`src/rtl/barcode_pkg.sv`:
```
// Shared types and constants for the barcode run-length capture front end.
// Run bytes carry the level of the completed run in the MSB and its saturated width below.
package barcode_pkg;

    typedef enum logic [2:0] {
        ST_IDLE,
        ST_WAIT_QUIET,
        ST_WAIT_BAR,
        ST_CAPTURE,
        ST_WR_LO,
        ST_WR_HI,
        ST_DONE
    } state_t;

    localparam logic [11:0] HDR_LO_ADDR   = 12'd0;
    localparam logic [11:0] HDR_HI_ADDR   = 12'd1;
    localparam logic [11:0] RUN_BASE_ADDR = 12'd2;

    localparam logic [6:0] RUN_LEN_MAX = 7'd127;

    localparam int RUN_LVL_BIT = 7;
    localparam int RUN_LEN_MSB = 6;
    localparam int RUN_LEN_LSB = 0;

    function automatic logic [7:0] make_run_byte(input logic level, input logic [6:0] len);
        logic [7:0] b;
        b = 8'd0;
        b[RUN_LVL_BIT] = level;
        b[RUN_LEN_MSB:RUN_LEN_LSB] = len;
        return b;
    endfunction

endpackage

```
`src/rtl/barcode_sync_filter.sv`:
```
// Two-flop synchronizer followed by a persistence filter on the raw sensor line.
// o_edge is high in the last cycle of the old level, i.e. the cycle whose clock edge flips o_level.
module barcode_sync_filter #(
    parameter int FILTER = 3
) (
    input  logic i_clk,
    input  logic i_rst_n,
    input  logic i_din,
    output logic o_level,
    output logic o_edge
);

    localparam int CW = (FILTER > 1) ? $clog2(FILTER) : 1;
    localparam logic [CW-1:0] CNT_LAST = CW'(FILTER - 1);

    logic          r_meta;
    logic          r_sync;
    logic          r_level;
    logic [CW-1:0] r_cnt;
    logic          w_diff;
    logic          w_accept;

    assign w_diff   = (r_sync != r_level);
    assign w_accept = w_diff && (r_cnt == CNT_LAST);

    always_ff @(posedge i_clk) begin
        if (!i_rst_n) begin
            r_meta  <= 1'b0;
            r_sync  <= 1'b0;
            r_level <= 1'b0;
            r_cnt   <= '0;
        end else begin
            r_meta <= i_din;
            r_sync <= r_meta;
            if (w_accept) begin
                r_level <= r_sync;
                r_cnt   <= '0;
            end else if (w_diff) begin
                r_cnt <= r_cnt + 1'b1;
            end else begin
                r_cnt <= '0;
            end
        end
    end

    assign o_level = r_level;
    assign o_edge  = w_accept;

endmodule

```
`src/rtl/barcode_run_capture.sv`:
```
// Measures filtered dark/light run widths and streams them as bytes into on-chip memory,
// closing each capture with a two-byte run-count header at addresses 0/1.
module barcode_run_capture
    import barcode_pkg::*;
#(
    parameter int PRESCALE = 50,
    parameter int QUIET    = 100,
    parameter int FILTER   = 3,
    parameter int MAX_RUNS = 4094
) (
    input  logic        clk_clk,
    input  logic        reset_reset_n,
    input  logic        sensor_in,
    input  logic        arm,
    output logic        busy,
    output logic        done,
    output logic        overflow,
    output logic [11:0] run_count,
    output logic [11:0] mem_address,
    output logic        mem_chipselect,
    output logic        mem_clken,
    output logic        mem_write,
    output logic [7:0]  mem_writedata
);

    localparam int PW = (PRESCALE > 1) ? $clog2(PRESCALE) : 1;
    localparam int QW = $clog2(QUIET + 1);
    localparam logic [PW-1:0] PRE_LAST = PW'(PRESCALE - 1);
    localparam logic [QW-1:0] QUIET_Q  = QW'(QUIET);
    localparam logic [QW-1:0] QUIET_M1 = QW'(QUIET - 1);
    localparam logic [11:0]   LAST_RUN = 12'(MAX_RUNS - 1);

    logic          w_level;
    logic          w_edge;
    logic          w_tick;
    logic          w_quiet_hit;
    logic          w_arm_ok;
    logic [6:0]    w_run_len;

    logic [PW-1:0] r_pre;
    logic [6:0]    r_units;
    logic [QW-1:0] r_quiet;

    state_t        r_state;
    logic          r_busy;
    logic          r_done;
    logic          r_ovf;
    logic [11:0]   r_count;
    logic [11:0]   r_addr;
    logic [7:0]    r_data;
    logic          r_we;

    barcode_sync_filter #(.FILTER(FILTER)) u_filter (
        .i_clk   (clk_clk),
        .i_rst_n (reset_reset_n),
        .i_din   (sensor_in),
        .o_level (w_level),
        .o_edge  (w_edge)
    );

    // The current cycle still belongs to the run being measured, so its tick is folded in.
    assign w_tick      = (r_pre == PRE_LAST);
    assign w_run_len   = (r_units == RUN_LEN_MAX) ? RUN_LEN_MAX : r_units + 7'(w_tick);
    assign w_quiet_hit = (r_quiet == QUIET_Q) || (w_tick && (r_quiet == QUIET_M1));
    assign w_arm_ok    = arm && ((r_state == ST_IDLE) || (r_state == ST_DONE));

    always_ff @(posedge clk_clk) begin
        if (!reset_reset_n) begin
            r_pre   <= '0;
            r_units <= '0;
            r_quiet <= '0;
        end else if (w_edge || w_arm_ok) begin
            r_pre   <= '0;
            r_units <= '0;
            r_quiet <= '0;
        end else begin
            r_pre <= w_tick ? '0 : r_pre + 1'b1;
            if (w_tick && (r_units != RUN_LEN_MAX))
                r_units <= r_units + 1'b1;
            if (w_tick && (r_quiet != QUIET_Q))
                r_quiet <= r_quiet + 1'b1;
        end
    end

    always_ff @(posedge clk_clk) begin
        if (!reset_reset_n) begin
            r_state <= ST_IDLE;
            r_busy  <= 1'b0;
            r_done  <= 1'b0;
            r_ovf   <= 1'b0;
            r_count <= '0;
            r_addr  <= '0;
            r_data  <= '0;
            r_we    <= 1'b0;
        end else begin
            r_we <= 1'b0;
            case (r_state)
                ST_IDLE, ST_DONE: begin
                    if (arm) begin
                        r_state <= ST_WAIT_QUIET;
                        r_busy  <= 1'b1;
                        r_done  <= 1'b0;
                        r_ovf   <= 1'b0;
                        r_count <= '0;
                    end
                end
                ST_WAIT_QUIET: begin
                    if (!w_edge && !w_level && w_quiet_hit)
                        r_state <= ST_WAIT_BAR;
                end
                ST_WAIT_BAR: begin
                    if (w_edge && !w_level)
                        r_state <= ST_CAPTURE;
                end
                ST_CAPTURE: begin
                    // An edge coinciding with the quiet threshold still closes a stored run.
                    if (w_edge) begin
                        r_we    <= 1'b1;
                        r_addr  <= RUN_BASE_ADDR + r_count;
                        r_data  <= make_run_byte(w_level, w_run_len);
                        r_count <= r_count + 1'b1;
                        if (r_count == LAST_RUN) begin
                            r_ovf   <= 1'b1;
                            r_state <= ST_WR_LO;
                        end
                    end else if (!w_level && w_quiet_hit) begin
                        r_state <= ST_WR_LO;
                    end
                end
                ST_WR_LO: begin
                    r_we    <= 1'b1;
                    r_addr  <= HDR_LO_ADDR;
                    r_data  <= r_count[7:0];
                    r_state <= ST_WR_HI;
                end
                ST_WR_HI: begin
                    r_we    <= 1'b1;
                    r_addr  <= HDR_HI_ADDR;
                    r_data  <= {4'b0000, r_count[11:8]};
                    r_busy  <= 1'b0;
                    r_done  <= 1'b1;
                    r_state <= ST_DONE;
                end
                default: r_state <= ST_IDLE;
            endcase
        end
    end

    assign busy           = r_busy;
    assign done           = r_done;
    assign overflow       = r_ovf;
    assign run_count      = r_count;
    assign mem_address    = r_addr;
    assign mem_writedata  = r_data;
    assign mem_chipselect = r_we;
    assign mem_clken      = r_we;
    assign mem_write      = r_we;

endmodule

```
`config.mk`:
```
export PLATFORM = sky130hd
export DESIGN_NAME = barcode_run_capture
export DESIGN_NICKNAME = d
export VERILOG_FILES = /design/src/rtl/barcode_pkg.sv /design/src/rtl/barcode_sync_filter.sv /design/src/rtl/barcode_run_capture.sv
export SDC_FILE = /design/constraint.sdc
export NUM_CORES = 1
export LEC_CHECK = 0
export ABC_CLOCK_PERIOD_IN_PS = 4400
export BUFFER_PORTS_ARGS = -buffer_cell sky130_fd_sc_hd__buf_4
export CAP_MARGIN = 0
export CORE_UTILIZATION = 62
export CTS_CLUSTER_DIAMETER = 100
export CTS_CLUSTER_SIZE = 16
export DETAILED_ROUTE_END_ITERATION = 10
export PLACE_DENSITY = 0.85
export SYNTH_ARGS = -nofsm -noshare
export SYNTH_HDL_FRONTEND = slang
export SYNTH_HIERARCHICAL = 1
export SYNTH_SLANG_ARGS = --single-unit
```
`constraint.sdc`:
```
create_clock -name clk_clk -period 4.4 [get_ports clk_clk]
set_clock_uncertainty 0.2 [all_clocks]
set_input_delay 0.88 -clock clk_clk [delete_from_list [all_inputs] [get_ports clk_clk]]
set_output_delay 0.88 -clock clk_clk [all_outputs]
set_load 0.005 [all_outputs]
```
# Word level (Yosys, flattened, before mapping)
# Cells that the tools add are included.
[classes]
n_reduce_logical = 28
add_sub_neg = 7
muxes = 24
n_bitwise = 2
n_eq_ne = 22
[op_table]
columns = ["cell", "count"]
rows = [
  ["12-bit two-way mux", 3],
  ["12-bit case mux with 3 select lines", 1],
  ["12-bit case mux with 2 select lines", 1],
  ["8-bit case mux with 3 select lines", 1],
  ["7-bit equality test (second input constant)", 3],
  ["3-bit two-way mux", 6],
  ["3-bit case mux with 6 select lines", 1],
  ["7-bit by 1-bit adder with 7-bit output (second input constant)", 2],
  ["7-bit inequality test (second input constant)", 2],
  ["12-bit by 1-bit adder with 12-bit output (second input constant)", 1],
  ["2-bit by 12-bit adder with 12-bit output (first input constant)", 1],
  ["12-bit equality test (second input constant)", 1],
  ["2-bit inequality test (second input constant)", 5],
  ["3-bit equality test (second input constant)", 3],
  ["1-bit logical AND", 9],
  ["8-bit two-way mux", 1],
  ["1-bit case mux with 2 select lines", 4],
  ["7-bit by 1-bit adder with 7-bit output", 1],
  ["7-bit two-way mux", 1],
  ["6-bit by 1-bit adder with 6-bit output (second input constant)", 1],
  ["3-bit by 2-bit equality test with 1-bit output (second input constant)", 2],
  ["6-bit equality test (second input constant)", 1],
  ["3-bit inequality test (second input constant)", 2],
  ["2-bit OR reduction", 3],
  ["16 further kinds", 27],
]
[word_totals]
word_cells = 98
ff_bits = 64
in_bits = 4
out_inout_bits = 38

# Logic depth before layout (Yosys ltp)
[depth]
depth_word = 7
mapped_depth = 10
mapped_depth_nobuf = 10

# Hierarchy
# The synthesis kept the hierarchy.
[by_module_without_submodules]
columns = ["module", "cells_per_inst", "instances", "area_per_inst_um2", "seq_area_each_um2"]
rows = [
  ["barcode_run_capture", 360, 1, 3000.4, 1181.1],
  ["barcode_sync_filter", 15, 1, 180.2, 100.1],
]

# Worst setup path before layout
# OpenSTA, ideal clock, no wires.
[synth_timing]
path_kind = "register to register"
startpoint = "reg r_pre[0]"
endpoint = "reg r_data[4], in the netlist mem_writedata[4]"
path_buffers = 0
setup_slack_ns = 1.997
synth_period_minus_slack_ns = 2.403
t_required_ns = 4.142
arrival_time_ns = 2.145
setup_ns = 0.058
stages_incl_launch_ff = 10
path_cell_list = "dfxtp_1 > ha_1 > or3b_4 > nor2_2 > ha_1 > ha_1 > nand3_1 > xor2_1 > a311oi_1 > o21a_1"
[synth_between]
elab_chain_cells = 5
[synth_lines]
columns = ["item", "line", "text"]
rows = [
  ["from (decl)", "barcode_run_capture.sv:40", "logic [PW-1:0] r_pre;"],
  ["from (signal assigned)", "barcode_run_capture.sv:77", "r_pre <= w_tick ? '0 : r_pre + 1'b1;"],
  ["6-bit equality test", "barcode_run_capture.sv:62", "assign w_tick = (r_pre == PRE_LAST);"],
  ["7-bit by 1-bit adder with 7-bit output", "barcode_run_capture.sv:63", "assign w_run_len = (r_units == RUN_LEN_MAX) ? RUN_LEN_MAX : r_units + 7'(w_tick);"],
  ["7-bit two-way mux", "barcode_run_capture.sv:63", ""],
  ["8-bit two-way mux", "barcode_run_capture.sv:117", "if (w_edge) begin"],
  ["8-bit case mux with 3 select lines", "barcode_run_capture.sv:97", "case (r_state)"],
  ["to (signal assigned)", "barcode_run_capture.sv:120", "r_data <= make_run_byte(w_level, w_run_len);"],
  ["to (signal assigned)", "barcode_run_capture.sv:133", "r_data <= r_count[7:0];"],
  ["to (signal assigned)", "barcode_run_capture.sv:139", "r_data <= {4'b0000, r_count[11:8]};"],
  ["to (decl)", "barcode_run_capture.sv:50", "logic [7:0] r_data;"],
]
# Every way passes these cells. The select of a mux whose other input is x is not followed.
# A chain may end at the register's enable or synchronous reset.

# Worst setup path in the final report
# Same ends and word-level chain as after synthesis.

==> metrics <==
outcome=completed; Slew Viols, Final=0; row count=25; Slew headroom=0.428; Antenna Diode Count=0; Hold Path End=u_filter/r_cnt[0]; I/O Pins=between 40 and 50; Final #Nets=420; Top cell by count, worst path=ha_1; Via-to-Cell Ratio=between 5 and 6; insertion delay to the later sink of the worst-skew pair=between 300 and 400 ps; Synth cell types=48; DP HPWL=~4.7 mm; Initial Utilization=0.660; Routed Antenna Nets=0; initial antenna violation count=0; Clock Power Share=0.441; TritonCTS clock tree=yes; CP Buf/Inv Count=0; PortBufs=41; r2r endpoint=mem_writedata[4]; Logic pwr share=0.031; gr usage total=0.280; CP Data Required Time=around 4500 ps; reg2reg setup slack=roughly 1700 ps; DR pass1 iterations=4; synth warn=6; Die Width=between 70 and 80 um; Critical Path Source Type=flop; commonest non-fill, non-tap cell in the layout=dfxtp_1; die area=5420 um^2; worst-path fanout max=6; placed cells=461; DR iter-0 viols=approximately 210; worst-path cell chain=ha_1 > or3b_4 > nor2_2 > ha_1 > ha_1 > nand3_1 > xor2_1 > a311oi_1 > o21a_1; Post-Layout Cell Count=between 400 and 500; sw frac=0.222; fin crit share=0.604; final hold slack=approximately 220 ps; unrepaired setup endpoints after global routing=false; Flop pwr share=0.528; top cell family by delay on the critical path=simple AND/OR/NAND/NOR gates; fin crit period=approximately 2700 ps; Fillers=about 410; Design Area, Final=~3600 um^2; clk sinks=64; first-pass GRT wire length=11.5 mm; postcts setup bufs=0; Avg Cell Area, Syn=around 8.5 um^2; Int Power=between 0.8 and 0.9 mW; hold_sp=u_filter/r_cnt[0]; flip-flop and latch count after synthesis=64; root buf cell=clkbuf_8; Arrival @ worst endpoint=2760 ps; Mapped Area=about 3200 um^2; Final GP Congestion=about 0.9; Power Density=roughly 300 nW/um^2; Vias=2668; Inserted Clock Buffers=9; fin util=0.758; r2r startpoint=r_pre[0]; hold crit path type=flop to flop; CORE AREA=~4800 um^2; GR Overflow Total=0; Worst Hold Depth=1; Setup violations, final=0; Worst path max stage delay=between 400 and 500 ps; Placed Area=around 3500 um^2; Psw=approximately 0.25 mW; final hold viol count=0; DRC errors left=0; crit path kind=flop to flop; most frequent cells in the layout=64 x dfxtp_1, 42 x buf_4, 40 x nor2_1; largest net degree at the start of global routing=36; layout cell share with drive strength beyond 1=0.159; Worst Max-Slew Pin Slew=roughly 850 ps; Post-synth EDFFs=0; maximum VDD drop=0.000204 V; fmax=376 MHz; static leakage=around 1.4 nW; H-tree lvl count=3; Worst R2R Path Depth=9; Reg clk slew, reported paths=about 70 ps; CTS Hold Buffers Added=0; vias in the first global route=around 2500; Slowest-stage cell, CP=or3b_4; area added between synthesis and finish=14.8%; DRT Wirelength=approximately 6.9 mm; Seq/Total Area, Yosys=0.403; die height=73.6 um; clk buf depth=2; max-cap viol count=0; Mapped Cells=between 300 and 400; Async SR Flop Fraction=0; CP endpoint kind=flop; TNS Setup=0 ps; drt wl/cell=roughly 15 um; Post-Syn Nets=390; Main synth FF type=dfxtp_1; CTS resizes=0
==> synthesized netlist by cell type, types with 4 or more instances <==
library cell  number  area (um^2)
dfxtp_1           64         1280
nor2_1            40          150
nand2_1           37          139
o21ai_0           27          135
xor2_1            27          236
nand3_1           22          110
and2_1            13         81.3
xnor2_1           13          114
nand4_1           12         75.1
a21oi_1           11         55.1
ha_1              11          138
clkbuf_1          10         37.5
inv_1             10         37.5
and3_1             7         43.8
buf_2              7         35.0
a211oi_1           5         37.5
buf_4              4         30.0
mux2i_1            4         40.0
nor2_2             4         25.0
nor3_1             4         20.0
==> worst max-delay path by stage <==
stage / cells past startpoint / slack (ps) / startpoint / endpoint
6_report: 9 / 1740 / r_pre[0] / mem_writedata[4]
5_1_grt: 9 / 1550 / r_pre[0] / mem_writedata[6]
4_1_cts: 9 / 1740 / r_pre[0] / mem_writedata[4]
3_5_place_dp: 5 / 1660 / arm / r_units[1]
3_3_place_gp: 5 / 1740 / arm / r_quiet[4]
2_1_floorplan: 9 / 2000 / r_pre[0] / mem_writedata[4]
==> registers in the layout, indices dropped and copies added, names as in the netlist, 2 cells and up <==
register / cells
mem_address: 12
mem_writedata: 8
r_pre: 6
r_quiet: 7
r_state: 3
r_units: 7
run_count: 12
u_filter/r_cnt: 2
==> area by class of cell <==
cell class / count / area (um^2) / area share
Clock buffer: 12 / 145 / 0.0398
Clock inverter: 3 / 42.5 / 0.0117
Inverter: 10 / 37.5 / 0.0103
Multi-Input combinational cell: 278 / 1740 / 0.478
Sequential cell: 64 / 1280 / 0.351
Tap cell: 67 / 83.8 / 0.0230
Timing Repair Buffer: 42 / 315 / 0.0864
==> power groups by stage <==
stage / Combinational (mW) / Clock (mW) / Sequential [mW]
4_1_cts: 0.0350 / 0.494 / 0.590
5_1_grt: 0.0391 / 0.516 / 0.590
3_3_place_gp: 0.0343 / 0 / 0.602
3_5_place_dp: 0.0348 / 0 / 0.603
2_1_floorplan: 0.0304 / 0 / 0.599
6_report: 0.0351 / 0.492 / 0.590
==> kinds of logic (layout without fill, tap and decap cells) <==
logic type / Yosys count / count (layout) / share of synthesized area
buffers and inverters: 33 / 67 / 0.0488
multiplexers: 4 / 4 / 0.0126
AND/OR/NAND/NOR: 160 / 160 / 0.255
XOR/XNOR: 40 / 40 / 0.110
flip-flops: 64 / 64 / 0.403
adder cells (fa/ha/maj): 11 / 11 / 0.0433
AO/OA/AOI/OAI: 63 / 63 / 0.127
==> metrics by stage <==
stage	setup slack [ps]	total power [mW]
floorplan	2000	0.629
global placement	1740	0.637
detailed placement	1660	0.638
CTS	1740	1.12
global route	1550	1.14
finish	1740	1.12
==> layer usage <==
layer  track usage  share of wire
met5             0              0
met4         0.139          0.015
met3        0.0439          0.063
met2         0.435           0.45
met1         0.378           0.47
Power figures use the tool's default switching activity.
